<file path="config.mk">
export PLATFORM = sky130hd
export DESIGN_NAME = cla_seq_adder_ctrl
export DESIGN_NICKNAME = d
export VERILOG_FILES = /design/src/rtl/cla_pkg.sv /design/src/rtl/cla4_slice.sv /design/src/rtl/cla_seq_adder_ctrl.sv
export SDC_FILE = /design/constraint.sdc
export NUM_CORES = 1
export LEC_CHECK = 0
export BUFFER_PORTS_ARGS = -buffer_cell sky130_fd_sc_hd__buf_2
export CAP_MARGIN = 15
export CORE_ASPECT_RATIO = 1.4
export CORE_MARGIN = 2
export CORE_UTILIZATION = 35
export DETAILED_ROUTE_END_ITERATION = 12
export SETUP_SLACK_MARGIN = 0.3
export SLEW_MARGIN = 20
export SYNTH_ARGS = -nofsm -noshare
export SYNTH_HDL_FRONTEND = slang
export SYNTH_SLANG_ARGS = --single-unit
</file>
<file path="constraint.sdc">
create_clock -name clk -period 2.2 [get_ports clk]
set_clock_uncertainty 0.1 [all_clocks]
set_input_delay 0.22 -clock clk [delete_from_list [all_inputs] [get_ports clk]]
set_output_delay 0.22 -clock clk [all_outputs]
set_load 0.01 [all_outputs]
</file>
<file path="src/rtl/cla_pkg.sv">
// Shared types and constants for the nibble-serial CLA adder.
// The FSM encoding lives here so the top and any wrapper agree on it.
package cla_pkg;

  localparam int SLICE_W = 4;

  typedef enum logic [1:0] {
    S_IDLE = 2'd0,
    S_RUN  = 2'd1,
    S_DONE = 2'd2
  } state_e;

  localparam logic [1:0] IDLE = 2'd0;
  localparam logic [1:0] RUN  = 2'd1;
  localparam logic [1:0] DONE = 2'd2;

endpackage

</file>
<file path="src/rtl/cla4_slice.sv">
// Combinational 4-bit carry-look-ahead slice.
// All four carries are derived from cin in parallel.
module cla4_slice
  import cla_pkg::*;
(
  input  logic [SLICE_W-1:0] a,
  input  logic [SLICE_W-1:0] b,
  input  logic               cin,
  output logic [SLICE_W-1:0] s,
  output logic               c4
);

  logic [SLICE_W-1:0] p;
  logic [SLICE_W-1:0] g;
  logic [SLICE_W-1:0] c;

  assign p = a ^ b;
  assign g = a & b;

  assign c[0] = cin;
  assign c[1] = g[0] | (p[0] & cin);
  assign c[2] = g[1] | (p[1] & g[0])
              | (p[1] & p[0] & cin);
  assign c[3] = g[2] | (p[2] & g[1])
              | (p[2] & p[1] & g[0])
              | (p[2] & p[1] & p[0] & cin);
  assign c4   = g[3] | (p[3] & g[2])
              | (p[3] & p[2] & g[1])
              | (p[3] & p[2] & p[1] & g[0])
              | (p[3] & p[2] & p[1] & p[0] & cin);

  assign s = p ^ c;

endmodule

</file>
<file path="src/rtl/cla_seq_adder_ctrl.sv">
// Nibble-serial adder: one shared CLA slice, LSB nibble first,
// carry registered between steps, valid/ready on both sides.
module cla_seq_adder_ctrl
  import cla_pkg::*;
#(
  parameter int WIDTH = 16
) (
  input  logic             clk,
  input  logic             rst_n,
  input  logic             in_valid,
  output logic             in_ready,
  input  logic [WIDTH-1:0] in_a,
  input  logic [WIDTH-1:0] in_b,
  input  logic             in_cin,
  output logic             out_valid,
  input  logic             out_ready,
  output logic [WIDTH-1:0] out_sum,
  output logic             out_cout,
  output logic             busy
);

  localparam int NSLICE = WIDTH / SLICE_W;
  localparam int IDXW   = $clog2(NSLICE);
  localparam logic [IDXW-1:0] LAST = IDXW'(NSLICE - 1);

  logic [1:0]       state_q, state_d;
  logic [IDXW-1:0]  idx_q, idx_d;
  logic             carry_q, carry_d;
  logic [WIDTH-1:0] op_a_q, op_a_d;
  logic [WIDTH-1:0] op_b_q, op_b_d;
  logic [WIDTH-1:0] sum_q, sum_d;
  logic             cout_q, cout_d;

  logic [SLICE_W-1:0] sl_a;
  logic [SLICE_W-1:0] sl_b;
  logic [SLICE_W-1:0] sl_s;
  logic               sl_c4;

  assign sl_a = op_a_q[SLICE_W*idx_q +: SLICE_W];
  assign sl_b = op_b_q[SLICE_W*idx_q +: SLICE_W];

  cla4_slice u_slice (
    .a   (sl_a),
    .b   (sl_b),
    .cin (carry_q),
    .s   (sl_s),
    .c4  (sl_c4)
  );

  always_comb begin
    state_d = state_q;
    idx_d   = idx_q;
    carry_d = carry_q;
    op_a_d  = op_a_q;
    op_b_d  = op_b_q;
    sum_d   = sum_q;
    cout_d  = cout_q;
    unique case (state_q)
      IDLE: begin
        if (in_valid) begin
          op_a_d  = in_a;
          op_b_d  = in_b;
          carry_d = in_cin;
          idx_d   = '0;
          state_d = RUN;
        end
      end
      RUN: begin
        sum_d[SLICE_W*idx_q +: SLICE_W] = sl_s;
        carry_d = sl_c4;
        if (idx_q == LAST) begin
          cout_d  = sl_c4;
          idx_d   = '0;
          state_d = DONE;
        end else begin
          idx_d = idx_q + 1'b1;
        end
      end
      DONE: begin
        if (out_ready) begin
          state_d = IDLE;
        end
      end
      default: begin
        state_d = IDLE;
      end
    endcase
  end

  always_ff @(posedge clk or negedge rst_n) begin
    if (!rst_n) begin
      state_q <= IDLE;
      idx_q   <= '0;
      carry_q <= 1'b0;
      op_a_q  <= '0;
      op_b_q  <= '0;
      sum_q   <= '0;
      cout_q  <= 1'b0;
    end else begin
      state_q <= state_d;
      idx_q   <= idx_d;
      carry_q <= carry_d;
      op_a_q  <= op_a_d;
      op_b_q  <= op_b_d;
      sum_q   <= sum_d;
      cout_q  <= cout_d;
    end
  end

  assign in_ready  = (state_q == IDLE);
  assign out_valid = (state_q == DONE);
  assign busy      = (state_q == RUN) || (state_q == DONE);
  assign out_sum   = sum_q;
  assign out_cout  = cout_q;

endmodule
</file>
==> flow_summary.ini, run 1 <==
[critical_path]
reg2reg_from = idx_q[0]
rrSetupSlack_ns = -0.1
critPathRequiredTime_ns = 2.27
critPathKind = flip-flop to flip-flop
worstSetupStartpointType = flip-flop
crit-reg2reg-capture = out_sum[3]
crit_path_max_fanout = 8
cp-end-kind = flip-flop
r2r_cells = 7
critPathArrivalTime_ns = 2.37

[hold_path]
min_to = op_b_q[5]
hp-class = input port to flip-flop
worstHoldStart = in_b[5]
hold_path_depth = 2

[synthesis]
synth-seq-area-share_pct = 51.2
synth_nets = 236
ys_ff_latch = 54
synth_top_area_share_pct = 51.2
syn_avg_cell_area_um2 = 14.3
synth_top_cell_by_area = dfrtp_1
synthesis.area_um2 = 2640
syn_inst = 185
synth_area_leaders = dfrtp_1 (51%), mux2_2 (14%), ha_1 (6.2%), mux4_1 (5.0%), a22o_1 (4.0%)
yosysUniqueCellTypes = 38
yosysWarningCount = 0

[floorplanning]
boundaryPins = 57
start_util_pct = 36.1
core_area_um2 = 7310
die_h_um = 107
die_area_um2 = 8260
die_w_um = 77.4
row_count = 37

[finish]
design_area_um2 = 3290
syn2layout_area_growth_pct = 24.5
layout-drive-gt1-share_pct = 51.6
n_antenna_cell = 0
fin_nets = 305

[sta]
hold_violations = 0
rsz0062_at_grt = true
worst_slew_pin_slew_ns = 0.619
postLayoutSetupSlackWorst_ns = -0.0988
finalHoldWorstSlack_ns = 0.0289
setup_viol = 13
setup_tns_ns = -0.746
relSlewSlack_pct = 58.7
final_max_slew_viol_count = 0
timing.final.crit_share_pct = 104
fmax_mhz = 435
min_period_ns = 2.30

[clock_network]
clk_latency_ns = 0.30
htreeDepth = 2
max-clock-path-buffers = 2
cts_tree = done
cts_buffers = 5
clock_sinks = 54
clockRootBuffer = clkbuf_8
clkTransAtPathRegs_ns = 0.09

[flow_run]
max_cap_violations = 0

[place]
place_hpwl_mm = 4.09
placed_cell_area_um2 = 3150
io_buffers = 56
gp_congestion = 0.738

[detailed_routing]
via_count = 1708
drt_iter0_markers = 46
avgRoutedWirePerCell_um = 14.9
remaining_drc_errors = 0
drtPass1Iterations = 4
ant_nets = 0
vias_per_cell = 4.87
wl_mm = 5.21

[outcome]
status = finished with violations
violations = negative setup slack

[grt]
grt_usage_pct = 13.8
grt_pass1_wl_mm = 8.94
gr-total-overflow = 0
grt_max_degree = 33
antenna_found_initial = 0
grt_pass1_vias = 1824

[power]
power_density_nw_per_um2 = 1710
power_leakage_nw = 1.54
irDropWorstVdd_mv = 0.754
Yosys cell counts (all sizes together):
master and number:
a21oi 3, a31o 1, fa 1, nor4b 1, a211oi 2, o311ai 1, nand4 1, nand2b 1
dfrtp 54, nand2 12, clkbuf 1, o22ai 1, a22o 12, and2b 1, o21ai 5, o31ai 1
mux2 34, nand3b 1, and4b 1, and4 1, nor2 4, buf 6, inv 11, mux4 8
nand3 1, xor2 1, a21o 2, a22oi 1, a32o 2, ha 13, and3 1
placed cells by master, fill, tap and decap left out, types with 4 or more instances in the layout:
cell	n
a22o_1	12
mux4_2	7
ha_1	9
buf_4	9
dfrtp_1	54
clkbuf_8	6
mux2_2	32
buf_2	56
nand2_1	9
o21ai_1	4
ha_4	4
inv_1	11
through the flow:
stage          util [%]  setup WS [ns]  power (mW)  instances
3_5_place_dp       43.1         -0.145        4.97        342
6_report           44.9        -0.0988        5.63        351
4_1_cts            44.9         -0.117        5.71        351
2_1_floorplan         -        -0.0386        4.04        185
3_3_place_gp       43.1        -0.0727        4.91        342
5_1_grt            44.9         -0.175        6.08        351
area by class of cell:
class	instances	area, um2
flip-flops and latches	54	1350
well taps	97	121
fillers	731	4030
repair buffers	69	418
inverters	11	41.3
clock inverters	1	30.0
multi-input cells	113	1240
clock buffers	6	82.6
sequential cells by signal, indices dropped and copies added, names as in the netlist:
| name | flops |
|---|---|
| op_a_q | 16 |
| op_b_q | 16 |
| out_sum | 16 |
| idx_q | 2 |
| state_q | 2 |
| carry_q | 1 |
| out_cout | 1 |
power by group:
group,switching (mW),internal [mW]
combinational,1.56,1.71
clock,0.300,0.364
sequential,0.271,1.42
total,2.13,3.50
critical path: stages, from the launching register on:
cell and delay [ns]:
dfrtp_1 0.40, buf_12 0.15, mux4_2 0.55, ha_4 0.27, a211oi_2 0.20, nor2_2 0.08, o311ai_4 0.31, o21ai_1 0.11
kinds of logic after synthesis:
group           count (synthesis)  synth area share (%)
xor+xnor                        1                 0.332
buf+inv                        18                  3.46
compound gates                 31                  10.3
mux                            42                  22.0
simple gates                   25                  5.74
flops                          54                  51.2
fa+ha+maj                      14                  6.92
how the worst max path moves through the flow:
| stage | startpoint | endpoint | slack, ns | cells after the start |
|---|---|---|---|---|
| finish | idx_q[0] | out_sum[3] | -0.1 | 7 |
| global route | idx_q[0] | out_sum[3] | -0.17 | 7 |
| CTS | idx_q[0] | out_sum[15] | -0.12 | 7 |
| detailed placement | idx_q[0] | out_sum[7] | -0.14 | 7 |
| global placement | idx_q[0] | out_sum[15] | -0.07 | 7 |
| floorplan | idx_q[0] | out_sum[15] | -0.04 | 7 |
per-layer routing:
layer	vias up	wire length, um	track usage (%)	part of all wire [%]
met5	-	0	0	0
met4	0	106	4.72	2.0
met3	7	210	3.11	4.0
met2	38	2810	25.2	54
met1	848	2080	15.9	40
li1	815	-	-	-
repair_timing:
| action | 4_1_cts | 5_1_grt |
|---|---|---|
| endpoints found under the setup margin | 18 | 19 |
| pin swaps | 5 | 2 |
| setup buffers | 1 | 0 |
| hold buffers | 1 | 0 |
| gates resized for setup | 2 | 0 |
| hold endpoints to repair | 25 | 0 |
No activity file was read; power rests on OpenSTA's default activity.
==> run 2, diff against run 1 <==
==> constraint.sdc (replaced) <==
create_clock -name clk -period 2.4 [get_ports clk]
set_clock_uncertainty 0.1 [all_clocks]
set_input_delay 0.24 -clock clk [delete_from_list [all_inputs] [get_ports clk]]
set_output_delay 0.24 -clock clk [all_outputs]
set_load 0.01 [all_outputs]
==> flow_summary.ini, run 2 (synthesized netlist as in run 1, its figures left out) <==
[detailed_routing]
route.top_layer_used = met4
wl_met1_mm = 2.13
drt_iter0_markers = 67
drtPass1Iterations = 4
via_count = 1744
wl_mm = 5.43
wl_met3_um = 201
wl_met2_mm = 3.02
remaining_drc_errors = 0
avgRoutedWirePerCell_um = 15.4
vias_per_cell = 4.94
ant_nets = 0

[place]
dp.cells = 338
place_ws_ns = 0.0101
place_hpwl_mm = 4.19
io_buffers = 56
gp_congestion = 0.727
placed_cell_area_um2 = 3110

[outcome]
status = completed

[critical_path]
crit-reg2reg-capture = out_sum[5]
critPathArrivalTime_ns = 2.41
cp-end-kind = flip-flop
reg2reg_from = idx_q[0]
critPathKind = flip-flop to flip-flop
worstSetupStartpointType = flip-flop
r2r_cells = 7
cp-startpoint = idx_q[0]
crit_path_max_fanout = 4
critPathRequiredTime_ns = 2.51
rrSetupSlack_ns = 0.10

[sta]
hold_violations = 0
worst_slew_pin_slew_ns = 0.620
timing.final.crit_share_pct = 95.8
setup_viol = 0
fmax_mhz = 435
postLayoutSetupSlackWorst_ns = 0.102
relSlewSlack_pct = 58.7
setup_tns_ns = 0
rsz0062_at_grt = true
min_period_ns = 2.30
final_max_slew_viol_count = 0

[flow_run]
max_cap_violations = 0

[clock_network]
clkTransAtPathRegs_ns = 0.10
clk_latency_ns = 0.31
cts_buffers = 5
clockRootBuffer = clkbuf_8
htreeDepth = 2
clock_sinks = 54
cts_tree = done
max-clock-path-buffers = 2

[floorplanning]
row_count = 37
die_h_um = 107
start_util_pct = 36.1
core_area_um2 = 7310
die_area_um2 = 8260
boundaryPins = 57
die_w_um = 77.4

[finish]
final_common_cell = buf_2
layout-drive-gt1-share_pct = 52.0
mostFrequentLayoutCells = buf_2 (56), dfrtp_1 (54), mux2_2 (32)
fillers = 726
stdcell_count = 353
fin_nets = 306
n_antenna_cell = 0
syn2layout_area_growth_pct = 24.8
design_area_um2 = 3290

[hold_path]
worstHoldStart = in_b[5]
hp-class = input port to flip-flop
hold_path_depth = 2
min_to = op_b_q[5]

[grt]
grt_pass1_vias = 1835
antenna_found_initial = 0
gr-total-overflow = 0
grt_usage_pct = 14.2
grt_pass1_wl_mm = 9.16
grt_max_degree = 33

[power]
power_density_nw_per_um2 = 1580
irDropWorstVdd_mv = 0.740
power_mw = 5.22
power_leakage_nw = 1.55
-- run 2: report_power, final --
part	internal, mW	switching (mW)	total (mW)
combinational	1.57	1.44	3.01
clock	0.344	0.306	0.650
sequential	1.30	0.251	1.55
-- run 2: worst max-delay path by stage --
| stage | end | slack [ns] | cells past startpoint |
|---|---|---|---|
| final | out_sum[5] | 0.10 | 7 |
| after global routing | out_sum[3] | 0.03 | 7 |
| after CTS | out_sum[6] | 0.08 | 7 |
| after detailed placement | out_sum[7] | 0.01 | 7 |
| after global placement | out_sum[7] | 0.08 | 7 |
| after floorplan | out_sum[15] | 0.16 | 7 |
-- run 2: worst max-delay path, cell delays in order (launching register included) --
cell	delay [ns]
dfrtp_1	0.40
buf_6	0.14
mux4_2	0.56
buf_4	0.17
fa_2	0.33
xor2_1	0.15
buf_4	0.15
a22o_1	0.20
-- run 2: final cells by class --
class | count | area, um2 | share of cell area (%)
Clock inverter | 2 | 38.8 | 1.18
Sequential cell | 54 | 1350 | 41.0
Multi-Input combinational cell | 113 | 1240 | 37.6
Clock buffer | 6 | 82.6 | 2.51
Tap cell | 97 | 121 | 3.69
Timing Repair Buffer | 70 | 420 | 12.8
Inverter | 11 | 41.3 | 1.25
-- run 2: through the flow --
step	utilization (%)	hold WS, ns
2_1_floorplan	-	-0.156
3_3_place_gp	42.5	0.192
3_5_place_dp	42.5	0.197
4_1_cts	45.0	0.0327
5_1_grt	45.0	0.0403
6_report	45.0	0.0392
-- run 2: layer usage --
metal	vias to the layer above	track usage [%]
met5	-	0
met4	0	3.95
met3	7	2.61
met2	39	26.9
met1	881	16.2
li1	817	-
-- run 2: what timing repair did --
item                                    CTS  global route
gates resized for setup                   4             0
hold buffers                              1             0
setup buffers                             6             0
endpoints found under the hold margin    25             0
pin swaps                                11             3
endpoints found under the setup margin   18            18
==> run 3, diff against run 2 <==
--- a/config.mk
+++ b/config.mk
@@ -5,6 +5,7 @@
 export SDC_FILE = /design/constraint.sdc
 export NUM_CORES = 1
 export LEC_CHECK = 0
+export ABC_AREA = 1
 export BUFFER_PORTS_ARGS = -buffer_cell sky130_fd_sc_hd__buf_2
 export CAP_MARGIN = 15
 export CORE_ASPECT_RATIO = 1.4
@@ -16,3 +17,4 @@
 export SYNTH_ARGS = -nofsm -noshare
 export SYNTH_HDL_FRONTEND = slang
 export SYNTH_SLANG_ARGS = --single-unit
+export TNS_END_PERCENT = 50
==> constraint.sdc (replaced) <==
create_clock -name clk -period 2.1 [get_ports clk]
set_clock_uncertainty 0.1 [all_clocks]
set_input_delay 0.21 -clock clk [delete_from_list [all_inputs] [get_ports clk]]
set_output_delay 0.21 -clock clk [all_outputs]
set_load 0.01 [all_outputs]
==> flow_summary.ini, run 3 <==
[finish]
postLayoutCoreUtil_pct = 44.6
fillers = 750
design_area_um2 = 3440
layout-drive-gt1-share_pct = 42.2
final_common_cell = buf_2
fin_nets = 377
syn2layout_area_growth_pct = 25.0
n_antenna_cell = 0
mostFrequentLayoutCells = buf_2 (56), dfrtp_1 (52), nand2_1 (41)

[hold_path]
hold_path_depth = 2
hp-class = input port to flip-flop

[floorplanning]
boundaryPins = 57
die_h_um = 109
core_area_um2 = 7700
die_w_um = 78.9
start_util_pct = 35.7
row_count = 38
die_area_um2 = 8600

[detailed_routing]
remaining_drc_errors = 0
vias_per_cell = 4.70
drt_iter0_markers = 126
wl_mm = 5.96
ant_nets = 0
drtPass1Iterations = 4
avgRoutedWirePerCell_um = 14.0
via_count = 2005

[flow_run]
max_cap_violations = 0

[clock_network]
htreeDepth = 2
clockRootBuffer = clkbuf_8
clock_sinks = 54
clkTransAtPathRegs_ns = 0.10
cts_tree = done
cts_buffers = 5
clk_latency_ns = 0.31
max-clock-path-buffers = 2

[synthesis]
ys_ff_latch = 54
ys.flop_type = dfrtp_1
synth_area_leaders = dfrtp_1 (49%), mux2_4 (16%), ha_1 (5.9%), nand2_1 (5.9%), o21ai_1 (3.8%)
synth_top_area_share_pct = 49.1
syn_avg_cell_area_um2 = 10.8
async_flop_share_pct = 100
synth-seq-area-share_pct = 49.1
yosysUniqueCellTypes = 33
synthesis.area_um2 = 2750
yosysMostFrequentCell = dfrtp_1
synth_top_cell_by_area = dfrtp_1
yosysWarningCount = 0
synth_nets = 305
syn_inst = 254
synth-edff-count = 0
synth_common_cells = dfrtp_1 (54), nand2_1 (43), mux2_4 (30), nor2_1 (21), o21ai_1 (21)

[grt]
antenna_found_initial = 0
grt_usage_pct = 14.7
grt_pass1_wl_mm = 9.78
grt_max_degree = 26
grt_pass1_vias = 2075
gr-total-overflow = 0

[sta]
worst_slew_pin_slew_ns = 0.615
timing.final.crit_share_pct = 99.3
relSlewSlack_pct = 59.0
fmax_mhz = 480
setup_tns_ns = 0
finalHoldWorstSlack_ns = 0.0136
hold_violations = 0
min_period_ns = 2.09
rsz0062_at_grt = true
setup_viol = 0
final_max_slew_viol_count = 0

[critical_path]
cp-startpoint = idx_q[0]
rrSetupSlack_ns = 0.01
critPathKind = flip-flop to flip-flop
critPathRequiredTime_ns = 2.22
worstSetupStartpointType = flip-flop
crit_path_max_fanout = 12
critPathArrivalTime_ns = 2.20
reg2reg_from = idx_q[0]
cp-end-kind = flip-flop
r2r_cells = 11
critPathCapture = out_sum[6]
crit-reg2reg-capture = out_sum[6]

[outcome]
status = completed

[power]
power_leakage_nw = 1.76
irDropWorstVdd_mv = 0.644
power_density_nw_per_um2 = 1620
power_mw = 5.58

[place]
placed_cell_area_um2 = 3220
io_buffers = 56
gp_congestion = 0.889
place_hpwl_mm = 4.42
-- run 3: cell types whose count changed in the layout (fill, tap and decap cells not counted), moves of 5 or more --
| cell | previous run | this run |
|---|---|---|
| mux2_2 | 32 | 0 |
| nand2_1 | 9 | 41 |
| mux2_4 | 0 | 30 |
| o21ai_1 | 4 | 23 |
| nor2_1 | 2 | 17 |
| a22o_1 | 12 | 1 |
| mux4_2 | 7 | 0 |
| o21ai_2 | 0 | 5 |
| o22ai_1 | 1 | 6 |
-- run 3: cell type report --
cell class              instances  area [um2]  area share (%)
clock buffers                   6        72.6            2.11
clock inverters                 2        13.8           0.400
flip-flops and latches         54        1350            39.4
repair buffers                 73         464            13.5
well taps                     100         125            3.64
multi-input cells             174        1340            38.9
inverters                      18        70.1            2.04
-- run 3: what timing repair did --
action / 4_1_cts / 5_1_grt
gates resized for setup: 8 / 7
cloned: 1 / 0
endpoints found under the setup margin: 18 / 21
hold endpoints to repair: 23 / 0
setup buffers: 4 / 1
pin swaps: 3 / 3
hold buffers: 1 / 0
-- run 3: worst min path at each step --
| stage | from | end | slack [ns] |
|---|---|---|---|
| 4_1_cts | in_a[1] | op_a_q[1] | 0.01 |
| 3_5_place_dp | rst_n | out_sum[12] | 0.15 |
| 6_report | in_a[1] | op_a_q[1] | 0.01 |
| 2_1_floorplan | rst_n | carry_q | -0.19 |
| 3_3_place_gp | rst_n | out_sum[12] | 0.16 |
| 5_1_grt | in_a[10] | op_a_q[10] | 0.01 |
-- run 3: routing by layer --
| metal | global-route usage [%] | wire [um] |
|---|---|---|
| met1 | 17.5 | 2540 |
| met5 | 0 | 0 |
| met4 | 6.90 | 191 |
| met2 | 26.0 | 3020 |
| met3 | 2.24 | 207 |
-- run 3: metrics by stage --
| step | std cells | setup slack (ns) |
|---|---|---|
| 6_report | 427 | 0.0145 |
| 5_1_grt | 427 | -0.112 |
| 4_1_cts | 426 | 0.0323 |
| 3_5_place_dp | 412 | -0.0184 |
| 3_3_place_gp | 412 | 0.00770 |
| 2_1_floorplan | 254 | 0.167 |
-- run 3: cells by family (layout without fill, tap and decap cells) --
group	after synthesis	in the layout	synth area share (%)
compound gates	47	47	9.73
simple gates	80	80	12.4
buf+inv	26	99	4.64
xor+xnor	1	1	0.318
mux	32	32	17.2
fa+ha+maj	14	14	6.64
flops	54	54	49.1
-- run 3: critical path, stage by stage (launching register included) --
cell	delay [ns]
dfrtp_2	0.46
buf_12	0.16
o21ai_1	0.13
o22ai_1	0.09
ha_1	0.34
buf_4	0.15
buf_4	0.12
nand3b_1	0.19
nand3_2	0.11
nor2_2	0.05
nand2_1	0.05
nand2_1	0.04
-- run 3: where the power goes --
part           switching, mW  internal (mW)  total [mW]
registers              0.324           1.48        1.80
clock network          0.335          0.236       0.571
logic                   1.59           1.61        3.20
total                   2.25           3.32        5.58
